## src/rtl/mem_arb_pkg.sv

```systemverilog
// rtl/mem_arb_pkg.sv - shared types for the fetch/load-store memory arbiter
package mem_arb_pkg;

  localparam int ARB_ADDR_W = 32;
  localparam int ARB_DATA_W = 32;
  localparam int ARB_BE_W   = ARB_DATA_W / 8;

  typedef enum logic [1:0] {
    IDLE  = 2'd0,
    ISSUE = 2'd1,
    WAIT  = 2'd2,
    RESP  = 2'd3
  } arb_state_t;

  typedef enum logic {
    OWN_I = 1'b0,
    OWN_D = 1'b1
  } arb_owner_t;

  typedef struct packed {
    logic                  we;
    logic [ARB_BE_W-1:0]   be;
    logic [ARB_ADDR_W-1:0] addr;
    logic [ARB_DATA_W-1:0] wdata;
  } mem_cmd_t;

endpackage

```

## src/rtl/arb_starve_ctr.sv

```systemverilog
// rtl/arb_starve_ctr.sv - saturating count of data wins over a waiting fetch
module arb_starve_ctr #(
  parameter int LIMIT = 4
) (
  input  logic clk,
  input  logic rst,
  input  logic inc,
  input  logic clr,
  output logic at_limit
);

  localparam int CW = (LIMIT < 1) ? 1 : $clog2(LIMIT + 1);
  localparam logic [CW-1:0] LIM = CW'(LIMIT);

  logic [CW-1:0] cnt_q;

  // With LIMIT == 0 the count never leaves 0, so at_limit is permanently
  // high and the fetch port always wins a tie.
  assign at_limit = (cnt_q == LIM);

  // Clear has priority; increments stop once the limit is reached.
  always_ff @(posedge clk) begin
    if (rst) begin
      cnt_q <= '0;
    end else if (clr) begin
      cnt_q <= '0;
    end else if (inc && !at_limit) begin
      cnt_q <= cnt_q + CW'(1);
    end
  end

endmodule

```

## src/rtl/mem_arbiter.sv

```systemverilog
// rtl/mem_arbiter.sv - one-outstanding arbiter sharing a memory between fetch and LSU
module mem_arbiter
  import mem_arb_pkg::*;
#(
  parameter int ADDRESS_WIDTH = 32,
  parameter int DATA_WIDTH    = 32,
  parameter int STARVE_LIMIT  = 4
) (
  input  logic                      clk,
  input  logic                      rst,
  input  logic                      i_req,
  input  logic [ADDRESS_WIDTH-1:0]  i_addr,
  output logic                      i_gnt,
  output logic                      i_rvalid,
  output logic [DATA_WIDTH-1:0]     i_rdata,
  input  logic                      d_req,
  input  logic                      d_we,
  input  logic [DATA_WIDTH/8-1:0]   d_be,
  input  logic [ADDRESS_WIDTH-1:0]  d_addr,
  input  logic [DATA_WIDTH-1:0]     d_wdata,
  output logic                      d_gnt,
  output logic                      d_rvalid,
  output logic [DATA_WIDTH-1:0]     d_rdata,
  output logic                      m_req,
  output logic                      m_we,
  output logic [DATA_WIDTH/8-1:0]   m_be,
  output logic [ADDRESS_WIDTH-1:0]  m_addr,
  output logic [DATA_WIDTH-1:0]     m_wdata,
  input  logic                      m_rvalid,
  input  logic [DATA_WIDTH-1:0]     m_rdata
);

  localparam int BE_W = DATA_WIDTH / 8;

  arb_state_t state_q, state_d;
  arb_owner_t owner_q, owner_d;

  logic                     m_req_d, m_we_d;
  logic [BE_W-1:0]          m_be_d;
  logic [ADDRESS_WIDTH-1:0] m_addr_d;
  logic [DATA_WIDTH-1:0]    m_wdata_d;
  logic                     i_gnt_d, d_gnt_d, i_rvalid_d, d_rvalid_d;
  logic [DATA_WIDTH-1:0]    i_rdata_d, d_rdata_d;
  logic                     win_i;
  logic                     starve_inc, starve_clr, starve_at_limit;

  arb_starve_ctr #(
    .LIMIT (STARVE_LIMIT)
  ) u_starve (
    .clk      (clk),
    .rst      (rst),
    .inc      (starve_inc),
    .clr      (starve_clr),
    .at_limit (starve_at_limit)
  );

  // Next state, command latch and response routing; every output is the
  // registered copy of a *_d value so nothing reaches a port combinationally.
  always_comb begin
    state_d    = state_q;
    owner_d    = owner_q;
    m_we_d     = m_we;
    m_be_d     = m_be;
    m_addr_d   = m_addr;
    m_wdata_d  = m_wdata;
    i_rdata_d  = i_rdata;
    d_rdata_d  = d_rdata;
    i_rvalid_d = 1'b0;
    d_rvalid_d = 1'b0;
    starve_inc = 1'b0;
    starve_clr = 1'b0;
    win_i      = i_req && (!d_req || starve_at_limit);

    unique case (state_q)
      IDLE, RESP: begin
        if (i_req || d_req) begin
          state_d    = ISSUE;
          starve_inc = i_req && d_req && !win_i;
          starve_clr = win_i || !i_req;
          if (win_i) begin
            owner_d   = OWN_I;
            m_we_d    = 1'b0;
            m_be_d    = '1;
            m_addr_d  = i_addr;
            m_wdata_d = '0;
          end else begin
            owner_d   = OWN_D;
            m_we_d    = d_we;
            m_be_d    = d_be;
            m_addr_d  = d_addr;
            m_wdata_d = d_wdata;
          end
        end else begin
          state_d = IDLE;
        end
      end
      ISSUE: begin
        state_d = WAIT;
      end
      WAIT: begin
        if (m_rvalid) begin
          state_d = RESP;
          if (owner_q == OWN_I) begin
            i_rvalid_d = 1'b1;
            i_rdata_d  = m_rdata;
          end else begin
            d_rvalid_d = 1'b1;
            // A write ack leaves the last read data in place.
            if (!m_we) begin
              d_rdata_d = m_rdata;
            end
          end
        end
      end
      default: begin
        state_d = IDLE;
      end
    endcase

    m_req_d = (state_d == ISSUE);
    i_gnt_d = m_req_d && (owner_d == OWN_I);
    d_gnt_d = m_req_d && (owner_d == OWN_D);
  end

  // State and output registers; reset drops any in-flight transaction.
  always_ff @(posedge clk) begin
    if (rst) begin
      state_q  <= IDLE;
      owner_q  <= OWN_I;
      m_req    <= 1'b0;
      m_we     <= 1'b0;
      m_be     <= '0;
      m_addr   <= '0;
      m_wdata  <= '0;
      i_gnt    <= 1'b0;
      d_gnt    <= 1'b0;
      i_rvalid <= 1'b0;
      d_rvalid <= 1'b0;
      i_rdata  <= '0;
      d_rdata  <= '0;
    end else begin
      state_q  <= state_d;
      owner_q  <= owner_d;
      m_req    <= m_req_d;
      m_we     <= m_we_d;
      m_be     <= m_be_d;
      m_addr   <= m_addr_d;
      m_wdata  <= m_wdata_d;
      i_gnt    <= i_gnt_d;
      d_gnt    <= d_gnt_d;
      i_rvalid <= i_rvalid_d;
      d_rvalid <= d_rvalid_d;
      i_rdata  <= i_rdata_d;
      d_rdata  <= d_rdata_d;
    end
  end

endmodule

```

## config.mk

```make
export PLATFORM = sky130hd
export DESIGN_NAME = mem_arbiter
export DESIGN_NICKNAME = d
export VERILOG_FILES = /design/src/rtl/mem_arb_pkg.sv /design/src/rtl/arb_starve_ctr.sv /design/src/rtl/mem_arbiter.sv
export SDC_FILE = /design/constraint.sdc
export NUM_CORES = 1
export LEC_CHECK = 0
export ABC_AREA = 1
export BUFFER_PORTS_ARGS = -buffer_cell sky130_fd_sc_hd__clkbuf_2
export CELL_PAD_IN_SITES_DETAIL_PLACEMENT = 0
export CELL_PAD_IN_SITES_GLOBAL_PLACEMENT = 1
export CORE_MARGIN = 2
export CORE_UTILIZATION = 30
export DETAILED_ROUTE_END_ITERATION = 12
export PLACE_DENSITY_LB_ADDON = 0.2
export SKIP_LAST_GASP = 1
export SLEW_MARGIN = 30
export SYNTH_ARGS = -nofsm -noshare
export SYNTH_HDL_FRONTEND = slang
export SYNTH_SLANG_ARGS = --single-unit
```

## constraint.sdc

```tcl
create_clock -name clk -period 3.7 [get_ports clk]
set_input_delay 0.185 -clock clk [delete_from_list [all_inputs] [get_ports clk]]
set_output_delay 0.185 -clock clk [all_outputs]
set_load 0.03 [all_outputs]
```

==> run_results.csv <==
group,metric,value,unit
run_status,status,"finished, final reports clean",
power_and_ir_drop,peakVddDrop,0.348,mV
power_and_ir_drop,sw_frac_of_total,0.383,
critical_path,start_kind,"flop",
floorplan,initial_utilization,0.304,
sta,hold_viol_final,0,
grt,grt_pass1_vias,5484,
critical_path,critPathBufInv,2,
power_and_ir_drop,powerDensity,675,nW/µm²
power_and_ir_drop,cellLeakagePower,4.10,nW
synth,synth_area,5660,µm²
sta,setup-tns-final,0,ps
critical_path,cp_top_family,"simple AND/OR/NAND/NOR gates",
clock_tree,cts_htree_levels,4,
floorplan,die-area,20000,µm²
synth,yosysWarningCount,0,
final_layout,fin_area,8070,µm²
placed_design,io_buffers,275,
drt,drtIter0Drc,213,
grt,antenna_found_initial,0,
critical_path,path_class,"reg -> reg",
sta,drv_slew,0,
synth,netlist-cell-type-count,20,
clock_tree,clkSinkCount,144,
floorplan,num_io_pins,276,
grt,grt_pass1_wl,28.1,mm
job,cap_violations,0,
clock_tree,cts_tree,"built",
floorplan,core_area,18600,µm²
clock_tree,cts_max_path_buffers,2,
synth,ys_top_cells_by_area,"dfxtp_1 (51%), nor2_1 (9.2%), o21ai_0 (9.0%), nand2_1 (7.4%), nand3_1 (6.0%)",
sta,worst_clock_skew,9.18,ps
power_and_ir_drop,power.switching,0.00209,W
critical_path,arrival,2280,ps
grt,track_usage,0.175,
critical_path,slowest_delay,540,ps
final_layout,diodes,0,
synth,netlist_instances,746,
power_and_ir_drop,clkPwrFrac,0.310,
clock_tree,cts_setup_buffers,0,
synth,yosys.area.top_type,"dfxtp_1",
final_layout,final_nets,1174,
drt,dr.pass1.iters,4,
drt,vias_per_cell,4.45,
sta,fmax,507,MHz
synth,ys_seq_area_frac,0.510,
placed_design,place_congestion,0.739,
critical_path,end_kind,"flop",
synth,synth-seq-cells,144,
clock_tree,cts_hold_buf,36,
critical_path,critPathRequiredTime,4010,ps
clock_tree,clkTransAtPathRegs,60,ps
final_layout,multi_input_area,2320,µm²
clock_tree,cts_resized,0,
clock_tree,cts-root-buf,"clkbuf_16",
synth,synth_area_per_cell,7.58,µm²
drt,final_antenna_net_count,0,
drt,post-route-drc-count,0,
sta,finalSetupViolCount,0,
grt,grt_overflow,0,
final_layout,seq_area,2880,µm²
synth,synthesis.nets,887,
sta,relSlewSlack,0.483,
power_and_ir_drop,internal-power,0.00336,W
final_layout,fillCellCount,1966,
floorplan,rows,50,
grt,grt_max_degree,86,
power_and_ir_drop,power_frac_seq,0.371,
drt,vias,5702,
floorplan,dieWidth,141,µm
final_layout,final_cell_mix,"clkbuf_2 (275), dfxtp_1 (144), nor2_1 (137)",
clock_tree,cts_buffers,17,
drt,wl_per_cell,13.6,µm
min_path,hp-class,"in -> reg",
drt,drt-total-wl,17.4,mm
critical_path,slowest_stage,"nand2_2",
placed_design,dpl_cell_area,7130,µm²
synth,synth_top_area_frac,0.510,
sta,finalCritPeriodShare,0.533,
placed_design,place_hpwl,11.8,mm
sta,period_needed,1970,ps
critical_path,timing.critical_path.mode_cell,"nand2_1",
final_layout,area_delta_synth_final,42.7,%
clock_tree,clock_latency,410,ps
sta,rsz0062_at_grt,"no",
final_layout,drive_gt1_frac,0.311,
sta,worst_pin_slew,774,ps
floorplan,die_y,141,µm
final_layout,final_common_cell,"clkbuf_2",
critical_path,worstPathCellList,"inv_1, ha_1, nand2_1, nand2_2, nand2_2, buf_4, nand2_1, nand3_1, nand2_1",
critical_path,cp_max_fo,39,
power_and_ir_drop,p_comb_frac,0.319,
## layer usage
metal,GRT usage,wire [µm]
met4,0.0458,184
met5,0,0
met3,0.0567,1250
met2,0.280,7910
met1,0.230,8100
## state kept, by name, summed over array words and instances (netlist names)
name,count
i_gnt,1
m_req,1
m_be,4
m_wdata,32
i_rdata,32
m_addr,32
state_q,2
d_gnt,1
m_we,1
d_rdata,32
i_rvalid,1
d_rvalid,1
u_starve.cnt_q,3
owner_q,1
## metrics by stage
step	power [W]	setup WS, ps	instances	hold slack [ps]	utilization
detailed placement	0.00378	1580	1212	421	0.384
floorplan	0.00325	2240	746	257	-
global route	0.00578	1480	1280	8.78	0.434
global placement	0.00378	1610	1212	419	0.384
finish	0.00545	1730	1280	20.5	0.434
CTS	0.00553	1640	1280	0.858	0.434
## kinds of logic (layout without fill, tap and decap cells)
group	after synthesis	count (layout)	synth area share
flops	144	144	0.510
buf+inv	99	399	0.0798
fa+ha+maj	3	3	0.00664
simple gates	357	357	0.277
compound gates	143	143	0.127
## area by class of cell
class | count | share of cell area
clock inverters | 12 | 0.0166
flip-flops and latches | 144 | 0.357
multi-input cells | 503 | 0.288
clock buffers | 20 | 0.0553
well taps | 234 | 0.0363
inverters | 45 | 0.0212
repair buffers | 322 | 0.225
## power by group through the flow
stage | combinational, W | clock, W | sequential (W)
final | 0.00174 | 0.00169 | 0.00202
after global routing | 0.00191 | 0.00181 | 0.00206
after CTS | 0.00176 | 0.00175 | 0.00202
after detailed placement | 0.00173 | 0 | 0.00205
after global placement | 0.00173 | 0 | 0.00205
after floorplan | 0.000619 | 0 | 0.00263
## Yosys cell counts, drive strengths merged
master and instances:
clkbuf 21, o21ai 102, nand4 1, nand3 68, nand2 116, o211ai 1, nor2 139, ha 3
buf 33, nand3b 32, inv 45, a21oi 40, dfxtp 144, nor3 1
## path summary, 6_finish.rpt
check                                       start           to  slack (ps)  depth (start not counted)
worst max register to register  u_starve.cnt_q[0]   m_addr[31]        1730                          9
worst min register to register          m_addr[0]    m_addr[0]         470                          2
worst min-delay path                  m_rdata[21]  i_rdata[21]          20                          3
worst max-delay path            u_starve.cnt_q[0]   m_addr[31]        1730                          9
## worst min-delay path: cells and delay by family
| kind | cells | cell delay [ps] |
|---|---|---|
| buffers and inverters | 1 | 90 |
| AND/OR/NAND/NOR | 2 | 120 |
(Power assumes the default switching activity.)
